## config.mk

```make
export PLATFORM = sky130hd
export DESIGN_NAME = red_pitaya_asg_seg_sched
export DESIGN_NICKNAME = d
export VERILOG_FILES = /design/src/rtl/asg_seq_pkg.sv /design/src/rtl/asg_slot_ring.sv /design/src/rtl/red_pitaya_asg_seg_sched.sv
export SDC_FILE = /design/constraint.sdc
export NUM_CORES = 1
export LEC_CHECK = 0
export CAP_MARGIN = 20
export CORE_AREA = 2 2 285 287
export DETAILED_ROUTE_END_ITERATION = 12
export DIE_AREA = 0 0 287 289
export PLACE_DENSITY_LB_ADDON = 0.12
export SLEW_MARGIN = 20
export SYNTH_ARGS = -nofsm -noshare
export SYNTH_HDL_FRONTEND = slang
export SYNTH_SLANG_ARGS = --single-unit
```

## constraint.sdc

```tcl
create_clock -name dac_clk_i -period 15.75 [get_ports dac_clk_i]
set_input_delay 1.575 -clock dac_clk_i [delete_from_list [all_inputs] [get_ports dac_clk_i]]
set_output_delay 1.575 -clock dac_clk_i [all_outputs]
set_load 0.01 [all_outputs]
```

## src/rtl/asg_seq_pkg.sv

```systemverilog
// Shared definitions for the ASG segment scheduler: FSM encoding and descriptor layout.
package asg_seq_pkg;

    typedef enum logic [2:0] {
        ST_IDLE  = 3'd0,
        ST_ARM   = 3'd1,
        ST_RUN   = 3'd2,
        ST_DONE  = 3'd3,
        ST_FAULT = 3'd4
    } sched_state_t;

    localparam int NCYC_W = 16;
    localparam int AMP_W  = 14;
    localparam int DC_W   = 14;
    localparam int PH_W   = 2;

    function automatic int ptr_w(input int rsz);
        return rsz + 16;
    endfunction

    // Pointer fields scale with RSZ, so they travel beside this struct rather than inside it.
    typedef struct packed {
        logic [NCYC_W-1:0] ncyc;
        logic [AMP_W-1:0]  amp;
        logic [DC_W-1:0]   dc;
        logic [PH_W-1:0]   phase;
        logic              last;
    } seg_desc_t;

endpackage

```

## src/rtl/asg_slot_ring.sv

```systemverilog
// Ring of channel configuration slots with write/play pointers, occupancy and bus packing.
module asg_slot_ring
    import asg_seq_pkg::*;
#(
    parameter int RSZ   = 14,
    parameter int N_BUF = 4,
    parameter int SW    = 2
) (
    input  logic                          clk,
    input  logic                          rst,
    input  logic                          wr_en,
    input  logic [ptr_w(RSZ)-1:0]         wr_start,
    input  logic [ptr_w(RSZ)-1:0]         wr_end,
    input  logic [ptr_w(RSZ)-1:0]         wr_step,
    input  seg_desc_t                     wr_cfg,
    input  logic                          play_adv,
    input  logic                          play_reset,
    input  logic                          clear,
    output logic [SW:0]                   occ,
    output logic                          play_last,
    output logic [ptr_w(RSZ)*N_BUF-1:0]   start_all,
    output logic [ptr_w(RSZ)*N_BUF-1:0]   end_all,
    output logic [ptr_w(RSZ)*N_BUF-1:0]   step_all,
    output logic [NCYC_W*N_BUF-1:0]       ncyc_all,
    output logic [AMP_W*N_BUF-1:0]        amp_all,
    output logic [DC_W*N_BUF-1:0]         dc_all,
    output logic [PH_W*N_BUF-1:0]         phase_all
);
    localparam int PW = ptr_w(RSZ);

    logic [SW-1:0]     wr_slot;
    logic [SW-1:0]     play_slot;
    logic [N_BUF-1:0]  last_q;
    logic [PW-1:0]     start_q [N_BUF];
    logic [PW-1:0]     end_q   [N_BUF];
    logic [PW-1:0]     step_q  [N_BUF];
    logic [NCYC_W-1:0] ncyc_q  [N_BUF];
    logic [AMP_W-1:0]  amp_q   [N_BUF];
    logic [DC_W-1:0]   dc_q    [N_BUF];
    logic [PH_W-1:0]   phase_q [N_BUF];

    always_ff @(posedge clk) begin
        if (rst) begin
            wr_slot   <= '0;
            play_slot <= '0;
            occ       <= '0;
            last_q    <= '0;
            for (int i = 0; i < N_BUF; i++) begin
                start_q[i] <= '0;
                end_q[i]   <= '0;
                step_q[i]  <= '0;
                ncyc_q[i]  <= '0;
                amp_q[i]   <= '0;
                dc_q[i]    <= '0;
                phase_q[i] <= '0;
            end
        end else begin
            if (wr_en) begin
                start_q[wr_slot] <= wr_start;
                end_q[wr_slot]   <= wr_end;
                step_q[wr_slot]  <= wr_step;
                ncyc_q[wr_slot]  <= wr_cfg.ncyc;
                amp_q[wr_slot]   <= wr_cfg.amp;
                dc_q[wr_slot]    <= wr_cfg.dc;
                phase_q[wr_slot] <= wr_cfg.phase;
            end
            // Slot contents survive a clear; only pointers, count and last flags are dropped.
            if (clear) begin
                wr_slot   <= '0;
                play_slot <= '0;
                occ       <= '0;
                last_q    <= '0;
            end else begin
                if (wr_en) begin
                    wr_slot         <= wr_slot + 1'b1;
                    last_q[wr_slot] <= wr_cfg.last;
                end
                if (play_reset)
                    play_slot <= '0;
                else if (play_adv)
                    play_slot <= play_slot + 1'b1;
                case ({wr_en, play_adv})
                    2'b10:   occ <= occ + 1'b1;
                    2'b01:   occ <= occ - 1'b1;
                    default: occ <= occ;
                endcase
            end
        end
    end

    assign play_last = last_q[play_slot];

    for (genvar i = 0; i < N_BUF; i++) begin : g_pack
        assign start_all[i*PW +: PW]         = start_q[i];
        assign end_all[i*PW +: PW]           = end_q[i];
        assign step_all[i*PW +: PW]          = step_q[i];
        assign ncyc_all[i*NCYC_W +: NCYC_W]  = ncyc_q[i];
        assign amp_all[i*AMP_W +: AMP_W]     = amp_q[i];
        assign dc_all[i*DC_W +: DC_W]        = dc_q[i];
        assign phase_all[i*PH_W +: PH_W]     = phase_q[i];
    end

endmodule

```

## src/rtl/red_pitaya_asg_seg_sched.sv

```systemverilog
// Segment scheduler for one multi-buffer ASG channel: descriptor intake plus channel sequencing FSM.
module red_pitaya_asg_seg_sched
    import asg_seq_pkg::*;
#(
    parameter int RSZ   = 14,
    parameter int N_BUF = 4,
    parameter int SW    = 2
) (
    input  logic                       dac_clk_i,
    input  logic                       dac_rst_i,
    input  logic                       desc_valid_i,
    output logic                       desc_ready_o,
    input  logic [RSZ+15:0]            desc_start_i,
    input  logic [RSZ+15:0]            desc_end_i,
    input  logic [RSZ+15:0]            desc_step_i,
    input  logic [15:0]                desc_ncyc_i,
    input  logic [13:0]                desc_amp_i,
    input  logic [13:0]                desc_dc_i,
    input  logic [1:0]                 desc_phase_i,
    input  logic                       desc_last_i,
    input  logic                       ctl_start_i,
    input  logic                       ctl_abort_i,
    input  logic [SW:0]                ctl_preload_i,
    input  logic                       buf_done_i,
    output logic [(RSZ+16)*N_BUF-1:0]  set_start_all_o,
    output logic [(RSZ+16)*N_BUF-1:0]  set_end_all_o,
    output logic [(RSZ+16)*N_BUF-1:0]  set_step_all_o,
    output logic [16*N_BUF-1:0]        set_ncyc_all_o,
    output logic [14*N_BUF-1:0]        set_amp_all_o,
    output logic [14*N_BUF-1:0]        set_dc_all_o,
    output logic [2*N_BUF-1:0]         set_phase_bits_all_o,
    output logic                       set_rst_o,
    output logic                       set_zero_o,
    output logic                       trig_sw_o,
    output logic [2:0]                 trig_src_o,
    output logic [SW:0]                occ_o,
    output logic [2:0]                 state_o,
    output logic [31:0]                seg_cnt_o,
    output logic                       done_o,
    output logic                       underrun_o
);
    sched_state_t state;
    seg_desc_t    desc_cfg;
    logic [SW:0]  occ;
    logic [SW:0]  need;
    logic         accept;
    logic         play_adv;
    logic         play_last;
    logic         ring_clear;

    assign desc_ready_o = (occ < (SW+1)'(N_BUF)) && !ctl_abort_i
                          && (state == ST_IDLE || state == ST_RUN);
    assign accept     = desc_valid_i && desc_ready_o;
    assign need       = (ctl_preload_i == '0) ? (SW+1)'(1) : ctl_preload_i;
    assign play_adv   = buf_done_i && (state == ST_RUN) && !ctl_abort_i && (occ != '0);
    assign ring_clear = ctl_abort_i || (state == ST_DONE);
    assign desc_cfg   = '{ncyc: desc_ncyc_i, amp: desc_amp_i, dc: desc_dc_i,
                          phase: desc_phase_i, last: desc_last_i};

    asg_slot_ring #(.RSZ(RSZ), .N_BUF(N_BUF), .SW(SW)) u_ring (
        .clk        (dac_clk_i),
        .rst        (dac_rst_i),
        .wr_en      (accept),
        .wr_start   (desc_start_i),
        .wr_end     (desc_end_i),
        .wr_step    (desc_step_i),
        .wr_cfg     (desc_cfg),
        .play_adv   (play_adv),
        .play_reset (state == ST_ARM),
        .clear      (ring_clear),
        .occ        (occ),
        .play_last  (play_last),
        .start_all  (set_start_all_o),
        .end_all    (set_end_all_o),
        .step_all   (set_step_all_o),
        .ncyc_all   (set_ncyc_all_o),
        .amp_all    (set_amp_all_o),
        .dc_all     (set_dc_all_o),
        .phase_all  (set_phase_bits_all_o)
    );

    always_ff @(posedge dac_clk_i) begin
        if (dac_rst_i) begin
            state      <= ST_IDLE;
            set_rst_o  <= 1'b1;
            set_zero_o <= 1'b1;
            trig_sw_o  <= 1'b0;
            done_o     <= 1'b0;
            underrun_o <= 1'b0;
            seg_cnt_o  <= '0;
        end else begin
            trig_sw_o <= 1'b0;
            done_o    <= 1'b0;
            if (ctl_abort_i) begin
                state      <= ST_IDLE;
                set_rst_o  <= 1'b1;
                set_zero_o <= 1'b1;
                underrun_o <= 1'b0;
            end else begin
                case (state)
                    ST_IDLE: begin
                        set_rst_o  <= 1'b1;
                        set_zero_o <= 1'b1;
                        if (ctl_start_i && occ >= need) begin
                            state      <= ST_ARM;
                            set_rst_o  <= 1'b0;
                            set_zero_o <= 1'b0;
                            seg_cnt_o  <= '0;
                        end
                    end
                    ST_ARM: begin
                        state     <= ST_RUN;
                        trig_sw_o <= 1'b1;
                    end
                    ST_RUN: begin
                        // Stop/zero land one cycle after buf_done; the channel pipeline hides that cycle.
                        if (play_adv) begin
                            seg_cnt_o <= seg_cnt_o + 32'd1;
                            if (play_last) begin
                                state      <= ST_DONE;
                                done_o     <= 1'b1;
                                set_rst_o  <= 1'b1;
                                set_zero_o <= 1'b1;
                            end else if (occ == (SW+1)'(1) && !accept) begin
                                state      <= ST_FAULT;
                                underrun_o <= 1'b1;
                                set_rst_o  <= 1'b1;
                                set_zero_o <= 1'b1;
                            end
                        end
                    end
                    ST_DONE: begin
                        state <= ST_IDLE;
                    end
                    ST_FAULT: begin
                        set_rst_o  <= 1'b1;
                        set_zero_o <= 1'b1;
                    end
                    default: begin
                        state <= ST_IDLE;
                    end
                endcase
            end
        end
    end

    assign occ_o      = occ;
    assign state_o    = state;
    assign trig_src_o = 3'd1;

endmodule

```

==> results of run 1 <==
-- layer usage --
| layer | share of wire | global-route usage | wire length, µm |
|---|---|---|---|
| met5 | 0.00067 | 0 | 53 |
| met4 | 0.023 | 0.0490 | 1830 |
| met3 | 0.085 | 0.0627 | 6720 |
| met2 | 0.51 | 0.320 | 40300 |
| met1 | 0.38 | 0.220 | 30600 |
-- stage by stage --
step                 util  setup WS [ns]  instances  cell area (µm²)
floorplan               -           2.56       1497            22800
global placement    0.392           9.71       3227            31300
detailed placement  0.392           9.66       3227            31300
CTS                 0.421          10.33       3350            33700
global route        0.421          10.12       3350            33700
finish              0.421          10.48       3350            33700
-- worst paths after layout --
kind | startpoint | end | cells past startpoint
worst max-delay path | dac_rst_i | u_ring.end_q[0][22] | 8
worst min register to register | underrun_o | underrun_o | 2
worst max register to register | state_o[0] | u_ring.end_q[0][22] | 6
worst min-delay path | underrun_o | underrun_o | 2
-- flip-flops by register name (all words and copies together) (netlist names) --
| register | flops |
|---|---|
| u_ring.phase_q | 8 |
| u_ring.step_q | 120 |
| u_ring.occ | 3 |
| u_ring.amp_q | 56 |
| trig_sw_o | 1 |
| done_o | 1 |
| state_o | 3 |
| u_ring.dc_q | 56 |
| u_ring.end_q | 120 |
| u_ring.ncyc_q | 64 |
| underrun_o | 1 |
| set_zero_o | 1 |
| u_ring.last_q | 4 |
| u_ring.start_q | 120 |
| seg_cnt_o | 32 |
| u_ring.play_slot | 2 |
| u_ring.wr_slot | 2 |
-- area by class of cell --
| class | count | area [µm²] | share of cell area |
|---|---|---|---|
| flip-flops and latches | 594 | 17300 | 0.515 |
| well taps | 1060 | 1330 | 0.0394 |
| clock inverters | 40 | 533 | 0.0158 |
| clock buffers | 83 | 1820 | 0.0541 |
| multi-input cells | 809 | 5100 | 0.152 |
| inverters | 14 | 55.1 | 0.00164 |
| repair buffers | 750 | 7480 | 0.222 |
-- logic make-up (layout without fill, tap and decap cells) --
group	Yosys count	after routing	share of synthesized area
AND/OR/NAND/NOR	688	688	0.181
flip-flops	594	594	0.762
AO/OA/AOI/OAI	94	94	0.0268
buffers and inverters	94	887	0.0173
adder cells (fa/ha/maj)	13	13	0.00715
multiplexers	6	6	0.00319
XOR/XNOR	5	5	0.00192
other	2	3	0.000330
-- worst min-delay path, cell delays in order, from the launching register on --
cell     delay, ns
dfxtp_1       0.33
nor2_1        0.05
nor2_1        0.08
-- cell usage after synthesis, types with 8 or more instances --
cell type	count
a21oi_1	15
a31oi_1	14
and2_1	547
clkbuf_1	66
dfxtp_1	50
edfxtp_1	544
ha_1	13
inv_1	13
nand2_1	31
nand3_1	17
nand4_1	12
nor2_1	34
nor3_1	8
o21ai_0	12
o21ai_1	17
o31ai_1	8
-- power by group through the flow --
stage	Combinational (µW)	Sequential, µW	Clock (µW)
2_1_floorplan	50.2	1890	0
3_3_place_gp	323	1840	0
3_5_place_dp	323	1840	0
4_1_cts	324	1810	1720
5_1_grt	334	1810	1780
6_report	315	1810	1670
==> out/qor.yml, run 1 <==
synthCells: 1496
synth_top_area_cell: "edfxtp_1"
synth_top_area_share: 0.718
grt_usage: 0.185
ctsResizeCount: 0
synth_seq_cells: 594
drt_iter0_drc: 1022
cts_root_buffer: "clkbuf_16"
status: "completed"
fin_tns_setup_ns: 0
path_delay_family: "buffers and inverters"
final_cell_mix: "733 x clkdlybuf4s50_1, 547 x and2_1, 544 x edfxtp_1, 71 x clkbuf_16, 50 x dfxtp_1"
htreeDepth: 3
cp.required_ns: 15.97
cpPeakStageDelay_ns: 0.75
die_x_um: 287
clock.fmax_mhz: 190
layout.nets: 2397
leakagePower_uw: 0.0122
intPower_uw: 2950
finClkSkew_ns: 0.0179
netlist_area_um2: 22800
cp-start-kind: "input pin"
finalMaxSlewViolations: 0
via_count: 14800
ir_worst_vdd_mv: 0.0674
slew_headroom: 0.320
place.gp.congestion: 0.797
numCtsBuffers: 69
period_minus_slack_ns: 5.27
antenna_found_initial: 5
num_rows: 104
power.density_nw_per_um2: 113
cp_data_arrival_time_ns: 5.49
synth.avg_cell_area_um2: 15.2
clk_pin_slew_ns: 0.06
hpwlAfterDp_um: 55800
die_h_um: 289
grt_max_degree: 137
drive_gt1_frac: 0.0572
setup_violations: 0
yosysWarnings: 0
vias_per_cell: 4.41
hold_viol_final: 0
synthTopCellsByArea: "edfxtp_1 72%, and2_1 15%, dfxtp_1 4.4%"
cts_tree: "built"
cts.sinks: 594
worst_pin_slew_ns: 1.02
worst-path-max-fanout: 63
holdBufCountCts: 0
synth_flop_cell: "edfxtp_1"
fin_crit_sh: 0.335
comb_power_share: 0.083
worst-setup-path-type: "in2reg"
finalPower_uw: 3800
antenna_cells: 0
p_switching_uw: 845
start_util: 0.285
slowest_stage: "buf_4"
antenna_left: 0
reg2reg_slack_ns: 11.62
die_area_um2: 82900
cts_setup_buffers: 0
drc: 0
switching_share: 0.223
gr-total-overflow: 0
fill_cells: 7389
ys_seq_area_frac: 0.762
pin_count: 737
crit_path_frequent_cell: "buf_4"
end_kind: "flop"
grt_pass1_wl_um: 111000
maxCapViolCount: 0
area_growth_pct: 47.9
clockBufferDepth: 3
worstSkewPairLatency_ns: 0.61
path_buf_inv: 4
grt_pass1_vias: 14900
power.clock.fraction: 0.441
wl_um: 79500
critical_path.cell_chain: "clkdlybuf4s50_1 > buf_4 > or2_1 > nor3_2 > buf_4 > and3_4 > or2_4 > buf_4"
grt_setup_unrepaired: "false"
hold_ws_ns: 0.489
seqPwrFrac: 0.476
fp.coreArea_um2: 79900
firstDrtPassIters: 7
layout_commonest_cell: "clkdlybuf4s50_1"
wire_per_inst_um: 23.7
numPortBuffers: 733
synth_edf_count: 544
hp-class: "reg2reg"
async_flop_share: 0
ys_types: 50
Power figures use the tool's default switching activity.
==> run 2: changes to the inputs <==
- CORE_AREA: 2 2 285 287 -> 2 2 290 292
- DIE_AREA: 0 0 287 289 -> 0 0 292 294
- clock period: 15.75 -> 4.65 ns (I/O delays scaled with it)
==> out/qor.yml, run 2 (same netlist as run 1, synthesis figures left out) <==
status: "completed"
ir_worst_vdd_mv: 0.218
grt_pass1_vias: 15100
area_growth_pct: 48.4
grt_usage: 0.181
numPortBuffers: 733
cts_tree: "built"
pin_count: 737
place.gp.congestion: 0.820
via_count: 14800
clk_pin_slew_ns: 0.06
holdBufCountCts: 0
die_area_um2: 85800
layout.nets: 2403
dpl_cell_area_um2: 31500
maxCapViolCount: 0
hold_ws_ns: 0.486
power.density_nw_per_um2: 375
die_h_um: 294
grt_setup_unrepaired: "false"
cts.sinks: 594
worstSkewPairLatency_ns: 0.60
clock.fmax_mhz: 344
cpPeakStageDelay_ns: 0.57
finish.utilization: 0.407
hold_viol_final: 0
gr-total-overflow: 0
period_minus_slack_ns: 2.91
drive_gt1_frac: 0.0618
clockBufferDepth: 3
start_util: 0.275
fin_area_um2: 33800
hp-class: "reg2reg"
cp.required_ns: 4.92
stdcell_count: 3380
grt_max_degree: 137
hpwlAfterDp_um: 55200
leakagePower_uw: 0.0122
reg_top3: "u_ring.end_q (120), u_ring.start_q (120), u_ring.step_q (120)"
cts_setup_buffers: 0
die_x_um: 292
layout_setup_ws_ns: 1.74
pre_cts_slack_ns: 1.09
end_kind: "flop"
critical_path.cell_chain: "or2_1 > nor3_2 > and3_4 > or2_4 > buf_4"
worst-path-max-fanout: 31
worst-setup-path-type: "reg2reg"
finClkSkew_ns: 0.0198
fill_cells: 7748
firstDrtPassIters: 4
numCtsBuffers: 70
final_cell_mix: "733 x clkdlybuf4s50_1, 547 x and2_1, 544 x edfxtp_1, 74 x clkbuf_16, 50 x dfxtp_1"
vias_per_cell: 4.39
layout_commonest_cell: "clkdlybuf4s50_1"
cts_root_buffer: "clkbuf_16"
antenna_found_initial: 7
ctsResizeCount: 0
setup_violations: 0
htreeDepth: 3
wl_um: 79800
fin_crit_sh: 0.626
antenna_left: 0
dp_cells: 3252
cp_data_arrival_time_ns: 3.18
slowest_stage: "or2_4"
cp-start-kind: "flop"
worst_pin_slew_ns: 0.951
fp.coreArea_um2: 82900
drt_iter0_drc: 847
grt_pass1_wl_um: 113000
drc: 0
wire_per_inst_um: 23.6
finalMaxSlewViolations: 0
slew_headroom: 0.366
num_rows: 106
-- run 2: where the power goes --
part           internal [µW]  switching [µW]  leakage [µW]
Combinational            529             547       0.00507
Sequential              6050            71.3       0.00603
Clock                   3240            2230       0.00110
Total                   9820            2840        0.0122
-- run 2: per-layer routing --
layer / share of wire / global-route usage
met5: 0.00046 / 0
met4: 0.028 / 0.0581
met3: 0.085 / 0.0662
met2: 0.50 / 0.313
met1: 0.38 / 0.209
-- run 2: path summary, 6_finish.rpt --
kind                       from                  end  slack, ns  depth (start not counted)
setup / recovery     state_o[0]  u_ring.ncyc_q[0][5]       1.74                          5
hold / removal    seg_cnt_o[22]        seg_cnt_o[22]       0.49                          1
setup reg to reg     state_o[0]  u_ring.ncyc_q[0][5]       1.74                          5
hold reg to reg   seg_cnt_o[22]        seg_cnt_o[22]       0.49                          1
-- run 2: worst max-delay path, delay by kind of cell (launching register included) --
| kind | cells | cell delay, ns |
|---|---|---|
| AND/OR/NAND/NOR | 4 | 1.72 |
| buffers and inverters | 1 | 0.43 |
| flip-flops | 1 | 0.40 |
-- run 2: cell type report --
| class | count | area, µm² | area share |
|---|---|---|---|
| inverter | 14 | 55.1 | 0.00163 |
| clock buffer | 85 | 1890 | 0.0561 |
| sequential | 594 | 17300 | 0.513 |
| tap | 1080 | 1350 | 0.0400 |
| clock inverter | 40 | 372 | 0.0110 |
| timing repair buffer | 755 | 7640 | 0.226 |
| antenna | 3 | 7.51 | 0.000222 |
| multi-input combinational | 809 | 5110 | 0.151 |
-- run 2: stage by stage --
| step | power [µW] | setup TNS [ns] |
|---|---|---|
| after detailed placement | 7340 | 0 |
| after floorplan | 6540 | -96.92 |
| after CTS | 12900 | 0 |
| final | 12700 | 0 |
| after global placement | 7330 | 0 |
| after global routing | 13100 | 0 |
==> run 3: changes to the inputs <==
- CORE_AREA: 2 2 290 292 -> 2 2 285 287
- DIE_AREA: 0 0 292 294 -> 0 0 287 289
- clock period: 4.65 -> 3 ns (I/O delays scaled with it)
==> out/qor.yml, run 3 (same netlist as run 1, synthesis figures left out) <==
period_minus_slack_ns: 2.54
finClkSkew_ns: 0.0173
clockBufferDepth: 3
numCtsBuffers: 70
htreeDepth: 3
crit_path_frequent_cell: "ha_1"
cts.sinks: 594
wl_um: 80100
worst-setup-path-type: "reg2reg"
grt_pass1_vias: 15100
hold_viol_final: 0
end_kind: "flop"
finalMaxSlewViolations: 0
cpPeakStageDelay_ns: 0.42
die_area_um2: 82900
seqCellArea_um2: 17300
layout_commonest_cell: "clkdlybuf4s50_1"
drive_gt1_frac: 0.0687
status: "completed"
antenna_left: 0
critical_path.cell_chain: "inv_1 > ha_1 > ha_1 > nand2b_1 > or3_1 > inv_4 > ha_1 > o21ai_0 > o21ai_0 > nor2b_1"
die_x_um: 287
slowest_stage: "dfxtp_1"
die_h_um: 289
clk_pin_slew_ns: 0.05
hold_path.startpoint: "desc_last_i"
cp.required_ns: 3.44
clock.fmax_mhz: 393
worst_pin_slew_ns: 0.817
place.gp.congestion: 0.804
via_count: 15000
maxCapViolCount: 0
leakagePower_uw: 0.0124
grt_usage: 0.186
fp.coreArea_um2: 79900
pin_count: 737
ir_worst_vdd_mv: 0.407
fin_tns_setup_ns: 0
cp_data_arrival_time_ns: 2.98
cts_tree: "built"
grt_max_degree: 137
worst-path-max-fanout: 13
layout_setup_ws_ns: 0.458
vias_per_cell: 4.44
holdBufCountCts: 0
power.density_nw_per_um2: 586
gr-total-overflow: 0
r2r.worst_path.cells: 10
pre_cts_slack_ns: 0.194
wire_per_inst_um: 23.7
fin_crit_sh: 0.847
hpwlAfterDp_um: 56600
whs_endpoint: "u_ring.last_q[0]"
numPortBuffers: 733
reg_top3: "u_ring.end_q (120), u_ring.start_q (120), u_ring.step_q (120)"
layout.nets: 2421
hold_depth: 3
firstDrtPassIters: 5
r2r-end: "u_ring.occ[2]"
num_rows: 104
grt_pass1_wl_um: 112000
worstSkewPairLatency_ns: 0.59
setup_violations: 0
area_growth_pct: 49.6
cts_setup_buffers: 0
antenna_found_initial: 2
drc: 0
slew_headroom: 0.455
cp-start-kind: "flop"
fill_cells: 7348
ctsResizeCount: 0
multi_input_area_um2: 5110
cts_root_buffer: "clkbuf_16"
hp-class: "in2reg"
reg2reg_slack_ns: 0.46
final_cell_mix: "733 x clkdlybuf4s50_1, 547 x and2_1, 544 x edfxtp_1, 72 x clkbuf_16, 49 x dfxtp_1"
start_util: 0.285
grt_setup_unrepaired: "false"
r2r-start: "u_ring.occ[0]"
drt_iter0_drc: 956
==> run 3: changes by cell type in the layout (fill, tap and decap cells not counted), moves of 4 or more <==
cell,previous run,this run
bufinv_16,6,11
buf_4,11,20
clkinvlp_4,5,1
buf_12,11,20
==> run 3: power by group <==
part	switching (µW)	internal [µW]
Clock	3420	5330
Sequential	106	9380
Combinational	868	849
==> run 3: through the flow <==
stage                     hold WS (ns)  cell area, µm²   util  instances  power, µW
after CTS                        0.365           34100  0.426       3374      20200
after floorplan                  0.414           22800      -       1497      10100
after global routing             0.401           34100  0.426       3374      20600
after detailed placement         0.481           31700  0.397       3250      11400
after global placement           0.469           31700  0.397       3250      11400
final                            0.411           34100  0.426       3376      20000
==> run 3: per-layer routing <==
metal	GRT usage	vias to the layer above	share of wire
met3	0.0638	110	0.084
met4	0.0513	2	0.025
met1	0.216	7484	0.38
met5	0	-	0.00016
li1	-	6832	-
met2	0.327	548	0.51
==> run 3: critical path, delay by kind of cell (launching register included) <==
family	cells	cell delay, ns
flops	1	0.42
simple gates	3	0.69
fa+ha+maj	3	0.69
buf+inv	2	0.30
compound gates	2	0.30
==> run 3: worst max path at each step <==
stage | from | endpoint | slack (ns) | cells after the start
after floorplan | state_o[0] | u_ring.amp_q[2][0] | -1.96 | 5
after global placement | ctl_preload_i[2] | seg_cnt_o[22] | 0.02 | 8
after detailed placement | ctl_abort_i | u_ring.step_q[3][22] | 0.19 | 7
after CTS | state_o[2] | desc_ready_o | 0.41 | 3
after global routing | u_ring.occ[0] | u_ring.occ[2] | 0.24 | 10
final | u_ring.occ[0] | u_ring.occ[2] | 0.46 | 10
==> run 3: cell type report <==
type | instances | share of cell area
sequential | 594 | 0.509
clock inverter | 42 | 0.0146
clock buffer | 82 | 0.0540
timing repair buffer | 773 | 0.232
antenna | 2 | 0.000147
multi-input combinational | 809 | 0.150
tap | 1060 | 0.0389
inverter | 14 | 0.00162
